--- src/rtl/synth_slot_scheduler.sv ---
// ============================================================================
// synth_slot_scheduler : slot sequencer, frame-aligned note-event front end,
// per-voice velocity table and velocity-scaled level path.
// Optional feature macro: VEL_CURVE_EN (quadratic velocity curve).
// Revision: 1.0
// ============================================================================
`default_nettype none

module synth_slot_scheduler #(
  parameter int VOICES  = 8,
  parameter int V_OSC   = 4,
  parameter int O_ENVS  = 2,
  parameter int V_WIDTH = 3,
  parameter int E_WIDTH = 3,
  parameter int VEL_W   = 8,
  parameter int LVL_W   = 8
) (
  input  logic                       OSC_CLK,
  input  logic                       iRST,
  input  logic                       slot_tick,
  input  logic                       evt_valid,
  output logic                       evt_ready,
  input  logic                       evt_note_on,
  input  logic [V_WIDTH-1:0]         evt_key_adr,
  input  logic [7:0]                 evt_key_val,
  input  logic [VEL_W-1:0]           evt_vel,
  input  logic [VOICES-1:0]          keys_on,
  input  logic [LVL_W-1:0]           level_in,
  output logic [V_WIDTH+E_WIDTH-1:0] slot_idx,
  output logic                       frame_start,
  output logic                       note_apply,
  output logic                       note_apply_dly,
  output logic                       apply_note_on,
  output logic [V_WIDTH-1:0]         apply_key_adr,
  output logic [7:0]                 apply_key_val,
  output logic [VOICES-1:0]          keys_on_q,
  output logic [LVL_W-1:0]           level_out
);

  localparam int                   SLOT_W    = V_WIDTH + E_WIDTH;
  localparam int                   SLOTS     = VOICES * V_OSC * O_ENVS;
  localparam logic [SLOT_W-1:0]    SLOT_LAST = SLOT_W'(SLOTS - 1);
  localparam int                   PROD_W    = VEL_W + LVL_W;
  localparam logic [LVL_W-1:0]     LVL_MAX   = '1;

  typedef enum logic [0:0] {
    IDLE = 1'b0,
    PEND = 1'b1
  } state_t;

  state_t               state;
  state_t               state_nxt;
  logic                 capture;
  logic                 apply;

  logic                 pend_note_on;
  logic [V_WIDTH-1:0]   pend_key_adr;
  logic [7:0]           pend_key_val;
  logic [VEL_W-1:0]     pend_vel;

  logic [VEL_W-1:0]     vel_tbl [VOICES];
  logic [VEL_W-1:0]     vel_store;
  logic [VEL_W-1:0]     vel_rd;
  logic [PROD_W-1:0]    prod;
  logic [PROD_W-1:0]    prod_shr;

  // frame_start is registered alongside the wrap, so it is high while slot_idx reads 0
  always_ff @(posedge OSC_CLK) begin
    if (iRST) begin
      slot_idx    <= '0;
      frame_start <= 1'b0;
    end else begin
      frame_start <= slot_tick && (slot_idx == SLOT_LAST);
      if (slot_tick) begin
        slot_idx <= (slot_idx == SLOT_LAST) ? '0 : slot_idx + 1'b1;
      end
    end
  end

  always_ff @(posedge OSC_CLK) begin
    if (iRST) begin
      state <= IDLE;
    end else begin
      state <= state_nxt;
    end
  end

  // A capture in a frame_start cycle happens in IDLE, so it waits for the next boundary
  always_comb begin
    state_nxt = state;
    capture   = 1'b0;
    apply     = 1'b0;
    evt_ready = 1'b0;
    case (state)
      IDLE: begin
        evt_ready = 1'b1;
        if (evt_valid) begin
          capture   = 1'b1;
          state_nxt = PEND;
        end
      end
      PEND: begin
        if (frame_start) begin
          apply     = 1'b1;
          state_nxt = IDLE;
        end
      end
      default: state_nxt = IDLE;
    endcase
  end

  always_ff @(posedge OSC_CLK) begin
    if (iRST) begin
      pend_note_on   <= 1'b0;
      pend_key_adr   <= '0;
      pend_key_val   <= '0;
      pend_vel       <= '0;
      note_apply     <= 1'b0;
      note_apply_dly <= 1'b0;
      apply_note_on  <= 1'b0;
      apply_key_adr  <= '0;
      apply_key_val  <= '0;
      keys_on_q      <= '0;
    end else begin
      if (capture) begin
        pend_note_on <= evt_note_on;
        pend_key_adr <= evt_key_adr;
        pend_key_val <= evt_key_val;
        pend_vel     <= evt_vel;
      end
      note_apply     <= apply;
      note_apply_dly <= note_apply;
      if (apply) begin
        apply_note_on <= pend_note_on;
        apply_key_adr <= pend_key_adr;
        apply_key_val <= pend_key_val;
      end
      if (frame_start) begin
        keys_on_q <= keys_on;
      end
    end
  end

`ifdef VEL_CURVE_EN
  logic [2*VEL_W-1:0] vel_sq;
  assign vel_sq    = (2*VEL_W)'(pend_vel) * (2*VEL_W)'(pend_vel);
  assign vel_store = (&pend_vel) ? '1 : VEL_W'(vel_sq >> VEL_W);
`else
  assign vel_store = pend_vel;
`endif

  // pend_vel still holds the applied event during the note_apply cycle
  always_ff @(posedge OSC_CLK) begin
    if (iRST) begin
      for (int i = 0; i < VOICES; i++) begin
        vel_tbl[i] <= '1;
      end
    end else if (note_apply && apply_note_on) begin
      vel_tbl[apply_key_adr] <= vel_store;
    end
  end

  assign vel_rd   = vel_tbl[slot_idx[SLOT_W-1 -: V_WIDTH]];
  assign prod     = PROD_W'(vel_rd) * PROD_W'(level_in);
  assign prod_shr = prod >> (VEL_W - 1);

  always_ff @(posedge OSC_CLK) begin
    if (iRST) begin
      level_out <= '0;
    end else begin
      level_out <= (prod_shr > PROD_W'(LVL_MAX)) ? LVL_MAX : prod_shr[LVL_W-1:0];
    end
  end

endmodule

`default_nettype wire

--- config.mk ---
export PLATFORM = sky130hd
export DESIGN_NAME = synth_slot_scheduler
export DESIGN_NICKNAME = d
export VERILOG_FILES = /design/src/rtl/synth_slot_scheduler.sv
export SDC_FILE = /design/constraint.sdc
export NUM_CORES = 1
export LEC_CHECK = 0
export BUFFER_PORTS_ARGS = -buffer_cell sky130_fd_sc_hd__buf_2
export CORE_ASPECT_RATIO = 2
export CORE_MARGIN = 1.5
export CORE_UTILIZATION = 44
export CTS_BUF_LIST = sky130_fd_sc_hd__clkbuf_4 sky130_fd_sc_hd__clkbuf_8 sky130_fd_sc_hd__clkbuf_16
export DETAILED_ROUTE_END_ITERATION = 6
export PLACE_DENSITY = 0.61
export SLEW_MARGIN = 20
export SYNTH_ARGS = -nofsm -noshare
export SYNTH_HDL_FRONTEND = slang
export SYNTH_SLANG_ARGS = --single-unit
--- constraint.sdc ---
create_clock -name OSC_CLK -period 15.1 [get_ports OSC_CLK]
set_input_delay 1.51 -clock OSC_CLK [delete_from_list [all_inputs] [get_ports OSC_CLK]]
set_output_delay 1.51 -clock OSC_CLK [all_outputs]
set_load 0.03 [all_outputs]
# [After elaboration in Yosys (flattened, before gate mapping)]
# Memories as Yosys holds them, arrays and structs flattened. A register that Yosys moved wholly into a read port is not among the register bits.
# Cells that the tools add are included.
[word_totals] reg_bits=58 memories=1 ram_bits=64 output_inout_bits=38 elab_cells=42 input_bits=40 rom_bits=0 latch_bits=0
[classes] addsub=1 n_mux=19 bitwise_logic=1 n_eq_ne=1 multipliers=1 magnitude_cmp=1 n_shift=0 n_div=0 reduce_logical=3
[memory_table] memory="vel_tbl" depth=8 word_bits=8 rd=1 rd_ports_with_merged_regs=1 wr=8 line="61" rtl="logic [VEL_W-1:0] vel_tbl [VOICES];"
[op_table] operator="8-bit by 8-bit multiplier with 16-bit output" n=1
[op_table] operator="8-bit 2-to-1 mux" n=2
[op_table] operator="1-bit 2-to-1 mux" n=12
[op_table] operator="9-bit by 8-bit greater-than comparator with 1-bit output (second input constant)" n=1
[op_table] operator="3-bit 2-to-1 mux" n=3
[op_table] operator="8-bit OR reduction" n=1
[op_table] operator="6-bit by 1-bit adder with 6-bit output (second input constant)" n=1
[op_table] operator="6-bit == test (second input constant)" n=1
[op_table] operator="6-bit 2-to-1 mux" n=1
[op_table] operator="1-bit logical AND" n=2
[op_table] operator="1-bit one-hot mux with 2 select lines" n=1
[op_table] operator="1-bit inverter" n=1

# [Logic depth before layout (Yosys ltp)]
# Gate-level depths: netlist (run 1).
[depth] depth_word=6 ltp_mapped=21

# [Least setup slack after synthesis (run 1)]
# No wires, ideal clock.
[synth_timing] path_kind="register to register" start="register with a tool-made name" end="register level_out[6]" n_path_buf=2 required_time_ps=14967 stages_incl_launch_ff=21 arrival_ps=5313 setup_slack_ps=9654 cell_sequence="dfxtp_1 buf_6 buf_2 mux4_2 mux2i_1 nor2b_1 fa_1 inv_1 fa_1 inv_1 fa_1 inv_1 fa_1 inv_1 ha_1 and3_1 nand4_4 a21boi_4 o21ai_4 xnor2_2 a31oi_2"
[synth_rtl] item="to (signal assigned)" line="171" rtl="level_out <= (prod_shr > PROD_W'(LVL_MAX)) ? LVL_MAX : prod_shr[LVL_W-1:0];"
[synth_rtl] item="to (decl)" line="37" rtl="output logic [LVL_W-1:0] level_out"

==> results.md, run 1 <==
| Result | This run | Unit |
|:---|:---|:---|
| Run status | finished clean | - |
| Number of max-cap violations | 0 | - |
| Library cell with the largest summed area after synthesis | sky130_fd_sc_hd__edfxtp_1 | - |
| Final period utilization | 39.25 | % |
| Number of top-level design ports | 78 | - |
| Maximum number of pins on one net before global-route repair | 67 | - |
| Max Freq | 0.1687 | GHz |
| Initial Util | 45.07 | % |
| Design internal power | 0.7917 | mW |
| Overall die width | 91.74 | um |
| Share of layout cells above drive strength 1 | 24.02 | % |
| Final number of max-transition violations | 0 | - |
| Wire length after detailed routing | 15.55 | mm |
| Number of antenna violations at the first check in global routing | 0 | - |
| Number of diodes added for antenna fixing | 0 | - |
| Delay contributed by the slowest stage of the critical path | 690 | ps |
| Type of the most critical hold path | flop to flop | - |
| Number of buffers on the longest clock path | 2 | - |
| Crit Path Class | flop to flop | - |
| Top cells by instance count after synthesis | sky130_fd_sc_hd__nand2_1 (78), sky130_fd_sc_hd__edfxtp_1 (64), sky130_fd_sc_hd__dfxtp_1 (61), sky130_fd_sc_hd__a21oi_1 (45), sky130_fd_sc_hd__nor2b_1 (45) | - |
| Synthesis-stage register bit count | 125 | - |
| Via/cell ratio | 5.168 | - |
| Area of the die | 16560 | um^2 |
| Number of hold buffers added after cts | 0 | - |
| Number of DRC markers in iteration 0 | 96 | - |
| Main area contributors after synthesis | sky130_fd_sc_hd__edfxtp_1 (28%), sky130_fd_sc_hd__dfxtp_1 (18%), sky130_fd_sc_hd__fa_1 (10%) | - |
| Required time at the endpoint of the critical path | 15380 | ps |
| Count of input and output buffers | 77 | - |
| Startpoint type of the worst setup path | flop | - |
| Vertical extent of the die | 180.5 | um |
| Post-CTS Repair Setup Buffers | 0 | - |
| Worst vdd ir | 0.1042 | mV |
| Number of iterations in the first detailed-routing pass | 6 | - |
| Hold Vio Cnt, Final | 0 | - |
| Gr ovfl total | 0 | - |
| Distinct cells, synth | 45 | - |
| Placement Cell Area | 7518 | um^2 |
| Buf/Inv on CP | 3 | - |
| Post-synth ARST share | 0 | % |
| CP endpoint kind | flop | - |
| Post-synth EDFFs | 64 | - |
| Setup repair after global routing missed its margin | false | - |
| P per Cell Area | 142.2 | nW/um^2 |
| CTS sink count | 125 | - |
| DP Wirelength | 12.13 | mm |
| Clock latency on the worst-skew pair | 420 | ps |
| Routability Congestion | 0.8191 | - |
| Most repeated library cell on the critical path | sky130_fd_sc_hd__fa_1 | - |
| Leakage dissipation | 3.051 | nW |
| # H-tree levels | 4 | - |
| Sequential-to-total area share from yosys stat | 45.36 | % |
| Switching fraction of total power | 31.28 | % |
| Area of all placed cells without fillers | 8104 | um^2 |
| Cell class contributing the biggest share of worst-path delay | adder cells | - |
| Combinational cell fraction of total power | 31.7 | % |
| Fraction of synthesized cell area taken by the top area cell type | 27.74 | % |
| Data arrival, critical path | 6210 | ps |
| Number of fillers in the final layout | 1395 | - |
| Per-cell routed wire length | 17.08 | um |
| Share of total power in sequential cells | 33.1 | % |
| Syn. warnings | 0 | - |
| TritonCTS clock tree | yes | - |
| Gate count of the mapped netlist | 617 | - |
| Tot GR Track Use | 19.82 | % |
| Final net count | 808 | - |
| Signed area change from the synthesized netlist to the final layout | 16.96 | % |
| CP Cell Sequence | mux4_2, mux2i_1, nand2b_1, fa_1, fa_1, inv_1, fa_1, inv_1, fa_1, inv_1, ha_1, and3_1, nand4_4, a21boi_4, o21ai_4, xnor2_2, a31oi_2 | - |
| Number of buffers inserted during clock tree synthesis | 17 | - |
| Number of core rows | 64 | - |
| CP Max Fanout | 16 | - |
| Syn Nets | 726 | - |
| Count of antenna-violating nets left after detailed routing | 0 | - |
| Final critical delay including setup and external delays | 5927 | ps |
| Most used flip-flop cell after synthesis | sky130_fd_sc_hd__edfxtp_1 | - |
| Register clock-pin slew on the reported worst setup and hold paths | 60 | ps |
| Mapped cell area | 6929 | um^2 |
| Post-cts sizing count | 0 | - |
| Drt drc | 0 | - |
| Max-Slew Margin vs Limit | 39.45 | % |
| Number of failing setup endpoints in the final timing report | 0 | - |
| Power share of the clock group | 35.2 | % |
| Most common cell in the netlist | sky130_fd_sc_hd__nand2_1 | - |
| Global-route wire length before repair | 24.66 | mm |
| Actual transition at the worst max-transition pin | 906.4 | ps |
| Library cell contributing the largest single delay on the critical path | sky130_fd_sc_hd__dfxtp_2 | - |
| Area of the core region | 15370 | um^2 |
| Post-Syn Area per Cell | 11.23 | um^2 |
| Worst clock skew | 8.984 | ps |
| Number of global-route vias before repair | 4918 | - |
| Switching component of the power | 0.3603 | mW |
| Setup_tns | 0 | ps |
| Via count | 4703 | - |
| Clk Tree Root Cell | sky130_fd_sc_hd__clkbuf_16 | - |
==> sequential cells by signal (all words and copies together) (netlist names), 3 cells and up, named ones only <==
| signal | count |
|---|---|
| slot_idx | 6 |
| apply_key_adr | 3 |
| pend_key_adr | 3 |
| level_out | 8 |
| keys_on_q | 8 |
| apply_key_val | 8 |
| vel_tbl | 64 |
| pend_vel | 8 |
| pend_key_val | 8 |
==> cell families (layout without fill, tap and decap cells) <==
| family | count (synthesis) | after routing | share of synthesized area, % |
|---|---|---|---|
| AO/OA/AOI/OAI | 64 | 64 | 5.815 |
| multiplexers | 34 | 34 | 7.891 |
| buffers and inverters | 53 | 148 | 3.016 |
| adder cells (fa/ha/maj) | 69 | 69 | 16.25 |
| XOR/XNOR | 13 | 13 | 1.752 |
| AND/OR/NAND/NOR | 259 | 259 | 19.92 |
| flip-flops | 125 | 125 | 45.36 |
==> metrics by stage <==
step / total power, mW / hold WS, ps / cells / util [%] / setup WS, ps
finish: 1.152 / 448.7 / 910 / 52.71 / 9173
global route: 1.214 / 461.4 / 910 / 52.71 / 8813
CTS: 1.165 / 451.1 / 910 / 52.70 / 8708
detailed placement: 0.7578 / 443.7 / 878 / 48.90 / 8709
global placement: 0.7541 / 436.1 / 878 / 48.90 / 8732
floorplan: 0.6670 / 432.1 / 617 / - / 9654
==> cell type report <==
cell class              instances  area (um^2)  share of cell area, %
multi-input cells             439         3577                  44.14
flip-flops and latches        125         3144                  38.80
clock buffers                  22        462.9                  5.713
repair buffers                 82        422.9                  5.218
well taps                     198        247.7                  3.057
inverters                      34        127.6                  1.575
clock inverters                10        121.4                  1.498
==> per-layer routing <==
metal / part of all wire, % / wire [um] / global-route usage, %
met3: 3.0 / 464 / 4.346
met4: 3.4 / 524 / 9.785
met2: 61 / 9417 / 40.03
met5: 0 / 0 / 0
met1: 33 / 5140 / 17.53
==> worst reg2reg max path, delay by kind of cell, from the launching register on <==
family,cells,cell delay (ps)
AND/OR/NAND/NOR,3,560
flip-flops,1,690
XOR/XNOR,1,300
buffers and inverters,3,140
adder cells (fa/ha/maj),5,2370
AO/OA/AOI/OAI,3,490
multiplexers,2,1230
==> power by group through the flow <==
stage | registers (mW) | logic, mW | clock network [mW]
after floorplan | 0.408 | 0.259 | 0
after global placement | 0.388 | 0.366 | 0
after detailed placement | 0.388 | 0.369 | 0
after CTS | 0.382 | 0.372 | 0.411
after global routing | 0.383 | 0.405 | 0.426
final | 0.381 | 0.366 | 0.405
==> cell usage in the layout (no fill, tap or decap), types with 5 or more instances in the layout <==
| cell | count |
|---|---|
| sky130_fd_sc_hd__nand2_1 | 78 |
| sky130_fd_sc_hd__buf_2 | 77 |
| sky130_fd_sc_hd__edfxtp_1 | 64 |
| sky130_fd_sc_hd__dfxtp_1 | 60 |
| sky130_fd_sc_hd__nor2b_1 | 45 |
| sky130_fd_sc_hd__a21oi_1 | 45 |
| sky130_fd_sc_hd__or2_2 | 36 |
| sky130_fd_sc_hd__nand2b_1 | 35 |
| sky130_fd_sc_hd__fa_1 | 35 |
| sky130_fd_sc_hd__inv_1 | 34 |
| sky130_fd_sc_hd__ha_1 | 34 |
| sky130_fd_sc_hd__nor2_1 | 23 |
| sky130_fd_sc_hd__clkbuf_16 | 17 |
| sky130_fd_sc_hd__mux2i_1 | 16 |
| sky130_fd_sc_hd__mux4_2 | 16 |
| sky130_fd_sc_hd__and2_1 | 12 |
| sky130_fd_sc_hd__or3_1 | 9 |
| sky130_fd_sc_hd__xor2_1 | 8 |
| sky130_fd_sc_hd__nor3_1 | 6 |
| sky130_fd_sc_hd__clkbuf_4 | 5 |
| sky130_fd_sc_hd__clkinv_1 | 5 |
| sky130_fd_sc_hd__buf_4 | 5 |
==> worst paths after layout <==
kind                                 start                       endpoint  slack (ps)  cells after the start
min reg2reg  apply_key_val[4]$_SDFFE_PP0P_  apply_key_val[4]$_SDFFE_PP0P_         450                      2
max reg2reg                           flop        level_out[6]$_SDFF_PP0_        9170                     17
min          apply_key_val[4]$_SDFFE_PP0P_  apply_key_val[4]$_SDFFE_PP0P_         450                      2
max                                   flop        level_out[6]$_SDFF_PP0_        9170                     17
Note: power is estimated with default switching activity, not from simulation.
==> run 2, diff against run 1 <==
clock period = 6.19 ns   (was 15.1 ns; I/O delays follow)
==> run 2 against run 1 <==
Effect of this change: clock power grew 120%; sequential power rose by 150%; utilization up 0.18 points; global-route usage rose by 0.19 points; clock skew fell by 1.6 ps; flip-flop and latch count did not move; design area up 0.34%; register-to-register slack worse by 8500 ps; first-iteration DRC count is 23% higher; combinational power up 150%; power is 140% higher; largest cell class unchanged.
==> results.md, run 2 (synthesized netlist as in run 1, its figures left out) <==
| Result | This run | Unit | Change |
|:---|:---|:---|:---|
| Setup repair after global routing missed its margin | false | - |  |
| Switching fraction of total power | 32.00 | % | +0.72 points |
| Switching component of the power | 0.8780 | mW | +140% |
| Run status | finished clean | - |  |
| Register clock-pin slew on the reported worst setup and hold paths | 50 | ps | about the same |
| Signed area change from the synthesized netlist to the final layout | 17.35 | % |  |
| Number of antenna violations at the first check in global routing | 0 | - | unchanged |
| Number of failing setup endpoints in the final timing report | 0 | - | unchanged |
| Gr ovfl total | 0 | - | unchanged |
| Max Freq | 0.1800 | GHz | +6.7% |
| Share of total power in sequential cells | 34.0 | % | +0.9 points |
| Leakage dissipation | 3.091 | nW | +1.3% |
| Post-CTS Repair Setup Buffers | 0 | - | unchanged |
| Number of core rows | 64 | - | unchanged |
| Overall die width | 91.74 | um | unchanged |
| Drt drc | 0 | - | unchanged |
| Number of top-level design ports | 78 | - | unchanged |
| Delay contributed by the slowest stage of the critical path | 620 | ps | -70 ps |
| Per-cell routed wire length | 16.93 | um | -0.91% |
| Number of buffers inserted during clock tree synthesis | 17 | - | unchanged |
| Number of diodes added for antenna fixing | 0 | - | unchanged |
| Most frequent cells in the layout | sky130_fd_sc_hd__nand2_1 (78), sky130_fd_sc_hd__buf_2 (77), sky130_fd_sc_hd__edfxtp_1 (64) | - |  |
| Library cell contributing the largest single delay on the critical path | sky130_fd_sc_hd__mux4_2 | - |  |
| Initial Util | 45.07 | % | unchanged |
| Area of the die | 16560 | um^2 | unchanged |
| Number of iterations in the first detailed-routing pass | 4 | - | -2 |
| Number of cells in the design after placement | 886 | - | +0.91% |
| Number of global-route vias before repair | 5080 | - | +3.3% |
| Worst clock skew | 7.340 | ps | -1.644 ps |
| Via count | 4646 | - | -1.2% |
| Final worst hold slack | 446.9 | ps | -1.787 ps |
| Max-Slew Margin vs Limit | 50.83 | % | +11 points |
| Tot GR Track Use | 20.01 | % | +0.19 points |
| Routability Congestion | 0.8176 | - | -0.18% |
| Most common cell after layout, fill and taps aside | sky130_fd_sc_hd__nand2_1 | - |  |
| Number of hold buffers added after cts | 0 | - | unchanged |
| Type of the most critical hold path | input port to flop | - |  |
| Final net count | 816 | - | +0.99% |
| Number of DRC markers in iteration 0 | 118 | - | +23% |
| P per Cell Area | 337.4 | nW/um^2 | +140% |
| # H-tree levels | 4 | - | unchanged |
| Largest register FFs | 64 | - | unchanged |
| Design internal power | 1.866 | mW | +140% |
| Vertical extent of the die | 180.5 | um | unchanged |
| Worst vdd ir | 0.2016 | mV | +94% |
| Combinational cell fraction of total power | 32.9 | % | +1.2 points |
| CP endpoint kind | flop | - |  |
| Data arrival, critical path | 5910 | ps | -300 ps |
| Count of antenna-violating nets left after detailed routing | 0 | - | unchanged |
| Power after layout | 2.744 | mW | +140% |
| Register containing the most flip-flops in the final layout | vel_tbl | - |  |
| Count of input and output buffers | 77 | - | unchanged |
| Clk Tree Root Cell | sky130_fd_sc_hd__clkbuf_16 | - |  |
| Required time at the endpoint of the critical path | 6540 | ps | -8840 ps |
| Clock latency on the worst-skew pair | 410 | ps | about the same |
| Number of max-cap violations | 0 | - | unchanged |
| TritonCTS clock tree | yes | - |  |
| Layer carrying the most global-route usage | met2 | - |  |
| CP Max Fanout | 16 | - | unchanged |
| Actual transition at the worst max-transition pin | 736.0 | ps | -170.4 ps |
| DP Wirelength | 12.37 | mm | +2.0% |
| Power share of the clock group | 33.0 | % | -2.2 points |
| Met3 layer usage reported by global route | 3.291 | % | -1.1 points |
| Share of layout cells above drive strength 1 | 25.31 | % | +1.3 points |
| Via/cell ratio | 5.067 | - | -2.0% |
| Placement Cell Area | 7579 | um^2 | +0.80% |
| Global-route wire length before repair | 25.08 | mm | +1.7% |
| Final period utilization | 89.75 | % | +50 points |
| Number of buffers on the longest clock path | 2 | - | unchanged |
| Startpoint type of the worst setup path | flop | - |  |
| Final setup slack of the worst path | 634.6 | ps | -8538 ps |
| CP Cell Sequence | buf_4, mux4_2, mux2i_1, buf_4, nor2b_1, fa_1, inv_1, fa_1, inv_1, fa_1, inv_1, fa_1, inv_1, ha_1, and3_1, nand4_4, nand3_1, a21oi_2, a2111oi_0, o32a_1 | - |  |
| Non-filler instance count after layout | 917 | - | +0.77% |
| Area of the core region | 15370 | um^2 | unchanged |
| Maximum number of pins on one net before global-route repair | 67 | - | unchanged |
| Final critical delay including setup and external delays | 5555 | ps | -372.0 ps |
| Met2 capacity usage during global routing | 39.76 | % | -0.27 points |
| CTS sink count | 125 | - | unchanged |
| Post-Route Utilization | 52.89 | % | +0.18 points |
| Post-cts sizing count | 0 | - | unchanged |
| Routing usage on met1 | 17.65 | % | +0.11 points |
| Crit Path Class | flop to flop | - |  |
| Wire length after detailed routing | 15.52 | mm | -0.15% |
| Setup_tns | 0 | ps | unchanged |
| Setup WS pre-CTS | 600.4 | ps | -8109 ps |
| Final number of max-transition violations | 0 | - | unchanged |
| Area of all placed cells without fillers | 8132 | um^2 | +0.34% |
| Hold Vio Cnt, Final | 0 | - | unchanged |
==> run 2: critical path: cells and delay by family, from the launching register on <==
kind	cells	cell delay (ps)
DFF	1	300
and+or+nand+nor	4	580
adders and majority gates	5	2370
AOI/OAI and AO/OA	3	730
buffers and inverters	6	700
muxes	2	780
==> run 2: path summary, 6_finish.rpt <==
path | from | end | slack (ps) | depth (start not counted)
max | flop | level_out[7]$_SDFF_PP0_ | 630 | 20
min | evt_key_val[5] | pend_key_val[5]$_SDFFE_PP0P_ | 450 | 3
max reg2reg | flop | level_out[7]$_SDFF_PP0_ | 630 | 20
min reg2reg | apply_key_val[4]$_SDFFE_PP0P_ | apply_key_val[4]$_SDFFE_PP0P_ | 450 | 2
==> run 2: power groups by stage <==
| stage | combinational [mW] | clock [mW] | sequential, mW |
|---|---|---|---|
| final | 0.903 | 0.907 | 0.934 |
| after global routing | 1.01 | 0.962 | 0.937 |
| after CTS | 0.918 | 0.925 | 0.935 |
| after detailed placement | 0.913 | 0 | 0.951 |
| after global placement | 0.898 | 0 | 0.950 |
| after floorplan | 0.633 | 0 | 0.995 |
==> run 2: cell type report <==
type / instances / area (um^2)
inverter: 34 / 127.6
timing repair buffer: 90 / 483.0
clock inverter: 5 / 28.78
tap: 198 / 247.7
clock buffer: 26 / 524.3
multi-input combinational: 439 / 3577
sequential: 125 / 3143
fill: 1417 / 7243
==> run 2: metal layers <==
metal / part of all wire (%) / vias up
met3: 2.8 / 36
met2: 59 / 110
met5: 0 / -
met1: 32 / 2230
li1: - / 2270
met4: 5.9 / 0
==> run 3, diff against run 2 <==
CTS_BUF_LIST = unset   (was sky130_fd_sc_hd__clkbuf_4 sky130_fd_sc_hd__clkbuf_8 sky130_fd_sc_hd__clkbuf_16)
==> run 3 against run 2 <==
Effect of this change: power is 0.50% lower; non-clock buffer count unchanged; global-route usage shrank 0.069 points; sequential power hardly changed; combinational power hardly changed; cell count unchanged; register-to-register slack worse by 50 ps; clock skew is essentially flat; via count rose by 0.17%; worst setup slack lost 47 ps; utilization down 0.098 points; critical path type unchanged; highest routed layer unchanged.
==> results.md, run 3 (synthesized netlist as in run 1, its figures left out) <==
| Result | This run | Unit | Change |
|:---|:---|:---|:---|
| Run status | finished clean | - |  |
| Setup WS pre-CTS | 600.4 | ps | unchanged |
| DP Wirelength | 12.37 | mm | unchanged |
| Area occupied by multi-input gates | 3577 | um^2 | unchanged |
| Setup repair after global routing missed its margin | false | - |  |
| Tot GR Track Use | 19.94 | % | -0.069 points |
| Final number of max-transition violations | 0 | - | unchanged |
| Global-route wire length before repair | 25.04 | mm | -0.16% |
| Signed area change from the synthesized netlist to the final layout | 17.14 | % |  |
| Switching component of the power | 0.8818 | mW | +0.43% |
| Count of antenna-violating nets left after detailed routing | 0 | - | unchanged |
| Setup_tns | 0 | ps | unchanged |
| Final period utilization | 90.51 | % | +0.76 points |
| Most frequent cells in the layout | sky130_fd_sc_hd__nand2_1 (78), sky130_fd_sc_hd__buf_2 (77), sky130_fd_sc_hd__edfxtp_1 (64) | - |  |
| Vertical extent of the die | 180.5 | um | unchanged |
| Maximum number of pins on one net before global-route repair | 67 | - | unchanged |
| Most common cell after layout, fill and taps aside | sky130_fd_sc_hd__nand2_1 | - |  |
| Via/cell ratio | 5.075 | - | +0.17% |
| # H-tree levels | 4 | - | unchanged |
| P per Cell Area | 336.4 | nW/um^2 | -0.31% |
| Routability Congestion | 0.8176 | - | unchanged |
| Power share of the clock group | 32.7 | % | -0.3 points |
| Area of the die | 16560 | um^2 | unchanged |
| Register containing the most flip-flops in the final layout | vel_tbl | - |  |
| Number of max-cap violations | 0 | - | unchanged |
| Worst vdd ir | 0.2009 | mV | -0.34% |
| Design internal power | 1.848 | mW | -0.94% |
| Crit Path Class | flop to flop | - |  |
| Max-Slew Margin vs Limit | 50.80 | % | about the same |
| Final worst hold slack | 447.1 | ps | +0.1270 ps |
| Per-cell routed wire length | 16.95 | um | +0.14% |
| Post-CTS Repair Setup Buffers | 0 | - | unchanged |
| Clock latency on the worst-skew pair | 410 | ps | about the same |
| Actual transition at the worst max-transition pin | 736.5 | ps | +0.4638 ps |
| Final net count | 816 | - | unchanged |
| Max Freq | 0.1785 | GHz | -0.84% |
| Post-Route Utilization | 52.79 | % | -0.098 points |
| Leakage dissipation | 3.078 | nW | -0.44% |
| CTS sink count | 125 | - | unchanged |
| Overall die width | 91.74 | um | unchanged |
| Number of buffers inserted during clock tree synthesis | 17 | - | unchanged |
| Required time at the endpoint of the critical path | 6540 | ps | about the same |
| Count of input and output buffers | 77 | - | unchanged |
| Number of diodes added for antenna fixing | 0 | - | unchanged |
| Via count | 4654 | - | +0.17% |
| Power after layout | 2.730 | mW | -0.50% |
| Number of global-route vias before repair | 5080 | - | unchanged |
| Area of all placed cells without fillers | 8117 | um^2 | -0.18% |
| Type of the most critical hold path | input port to flop | - |  |
| Hold Vio Cnt, Final | 0 | - | unchanged |
| Post-cts sizing count | 0 | - | unchanged |
| Combinational cell fraction of total power | 33.1 | % | +0.2 points |
| CP Max Fanout | 16 | - | unchanged |
| Number of core rows | 64 | - | unchanged |
| Share of total power in sequential cells | 34.2 | % | +0.2 points |
| Number of fillers in the final layout | 1421 | - | +0.28% |
| Initial Util | 45.07 | % | unchanged |
| Largest register FFs | 64 | - | unchanged |
| Number of hold buffers added after cts | 0 | - | unchanged |
| Non-filler instance count after layout | 917 | - | unchanged |
| Number of failing setup endpoints in the final timing report | 0 | - | unchanged |
| FF+latch area | 3143 | um^2 | unchanged |
| Share of layout cells above drive strength 1 | 24.76 | % | -0.56 points |
| Library cell contributing the largest single delay on the critical path | sky130_fd_sc_hd__mux4_2 | - |  |
| CP endpoint kind | flop | - |  |
| Startpoint type of the worst setup path | flop | - |  |
| Worst clock skew | 6.909 | ps | -0.4304 ps |
| Number of antenna violations at the first check in global routing | 0 | - | unchanged |
| Register clock-pin slew on the reported worst setup and hold paths | 50 | ps | about the same |
| Gr ovfl total | 0 | - | unchanged |
| Wire length after detailed routing | 15.54 | mm | +0.14% |
| Area of the core region | 15370 | um^2 | unchanged |
| Number of buffers on the longest clock path | 2 | - | unchanged |
| Clk Tree Root Cell | sky130_fd_sc_hd__clkbuf_16 | - |  |
| CP Cell Sequence | buf_4, mux4_2, mux2i_1, buf_4, nor2b_1, fa_1, inv_1, fa_1, inv_1, fa_1, inv_1, fa_1, inv_1, ha_1, and3_1, nand4_4, nand3_1, a21oi_2, a2111oi_0, o32a_1 | - |  |
| Switching fraction of total power | 32.30 | % | +0.30 points |
| Delay contributed by the slowest stage of the critical path | 620 | ps | about the same |
| Number of cells in the design after placement | 886 | - | unchanged |
| Final critical delay including setup and external delays | 5603 | ps | +47.33 ps |
| TritonCTS clock tree | yes | - |  |
| Number of iterations in the first detailed-routing pass | 4 | - | unchanged |
| Placement Cell Area | 7579 | um^2 | unchanged |
| Data arrival, critical path | 5960 | ps | +50 ps |
| Number of DRC markers in iteration 0 | 109 | - | -7.6% |
| Drt drc | 0 | - | unchanged |
| Final setup slack of the worst path | 587.3 | ps | -47.33 ps |
| Number of top-level design ports | 78 | - | unchanged |
-- run 3: cell counts in the layout (fill, tap and decap cells not counted) --
Identical to the previous run, type by type.
-- run 3: per-layer routing --
metal  GRT usage [%]  part of all wire, %  vias to the layer above
met5               0                    0                        -
met4           12.92                  5.5                        0
met3           3.038                  2.8                       34
met2           39.67                   59                      108
met1           17.68                   32                     2242
li1                -                    -                     2270
-- run 3: area by class of cell --
class	instances	area share, %
tap	198	3.052
timing repair buffer	90	5.950
inverter	34	1.572
multi-input combinational	439	44.07
clock buffer	26	6.274
clock inverter	5	0.3546
sequential	125	38.72
-- run 3: worst paths after layout --
path	startpoint	end	slack (ps)	cells past startpoint
setup / recovery	flop	level_out[7]$_SDFF_PP0_	590	20
hold / removal	evt_key_val[5]	pend_key_val[5]$_SDFFE_PP0P_	450	3
setup reg to reg	flop	level_out[7]$_SDFF_PP0_	590	20
hold reg to reg	apply_key_val[4]$_SDFFE_PP0P_	apply_key_val[4]$_SDFFE_PP0P_	450	2
-- run 3: critical path, delay by kind of cell, from the launching register on --
family	cells	cell delay [ps]
AOI/OAI and AO/OA	3	780
muxes	2	780
DFF	1	300
buffers and inverters	6	700
and+or+nand+nor	4	580
adders and majority gates	5	2370
-- run 3: power groups by stage --
stage / sequential [mW] / combinational (mW) / clock (mW)
floorplan: 0.995 / 0.633 / 0
global placement: 0.950 / 0.898 / 0
detailed placement: 0.951 / 0.913 / 0
CTS: 0.935 / 0.919 / 0.908
global route: 0.937 / 1.01 / 0.943
finish: 0.934 / 0.904 / 0.892
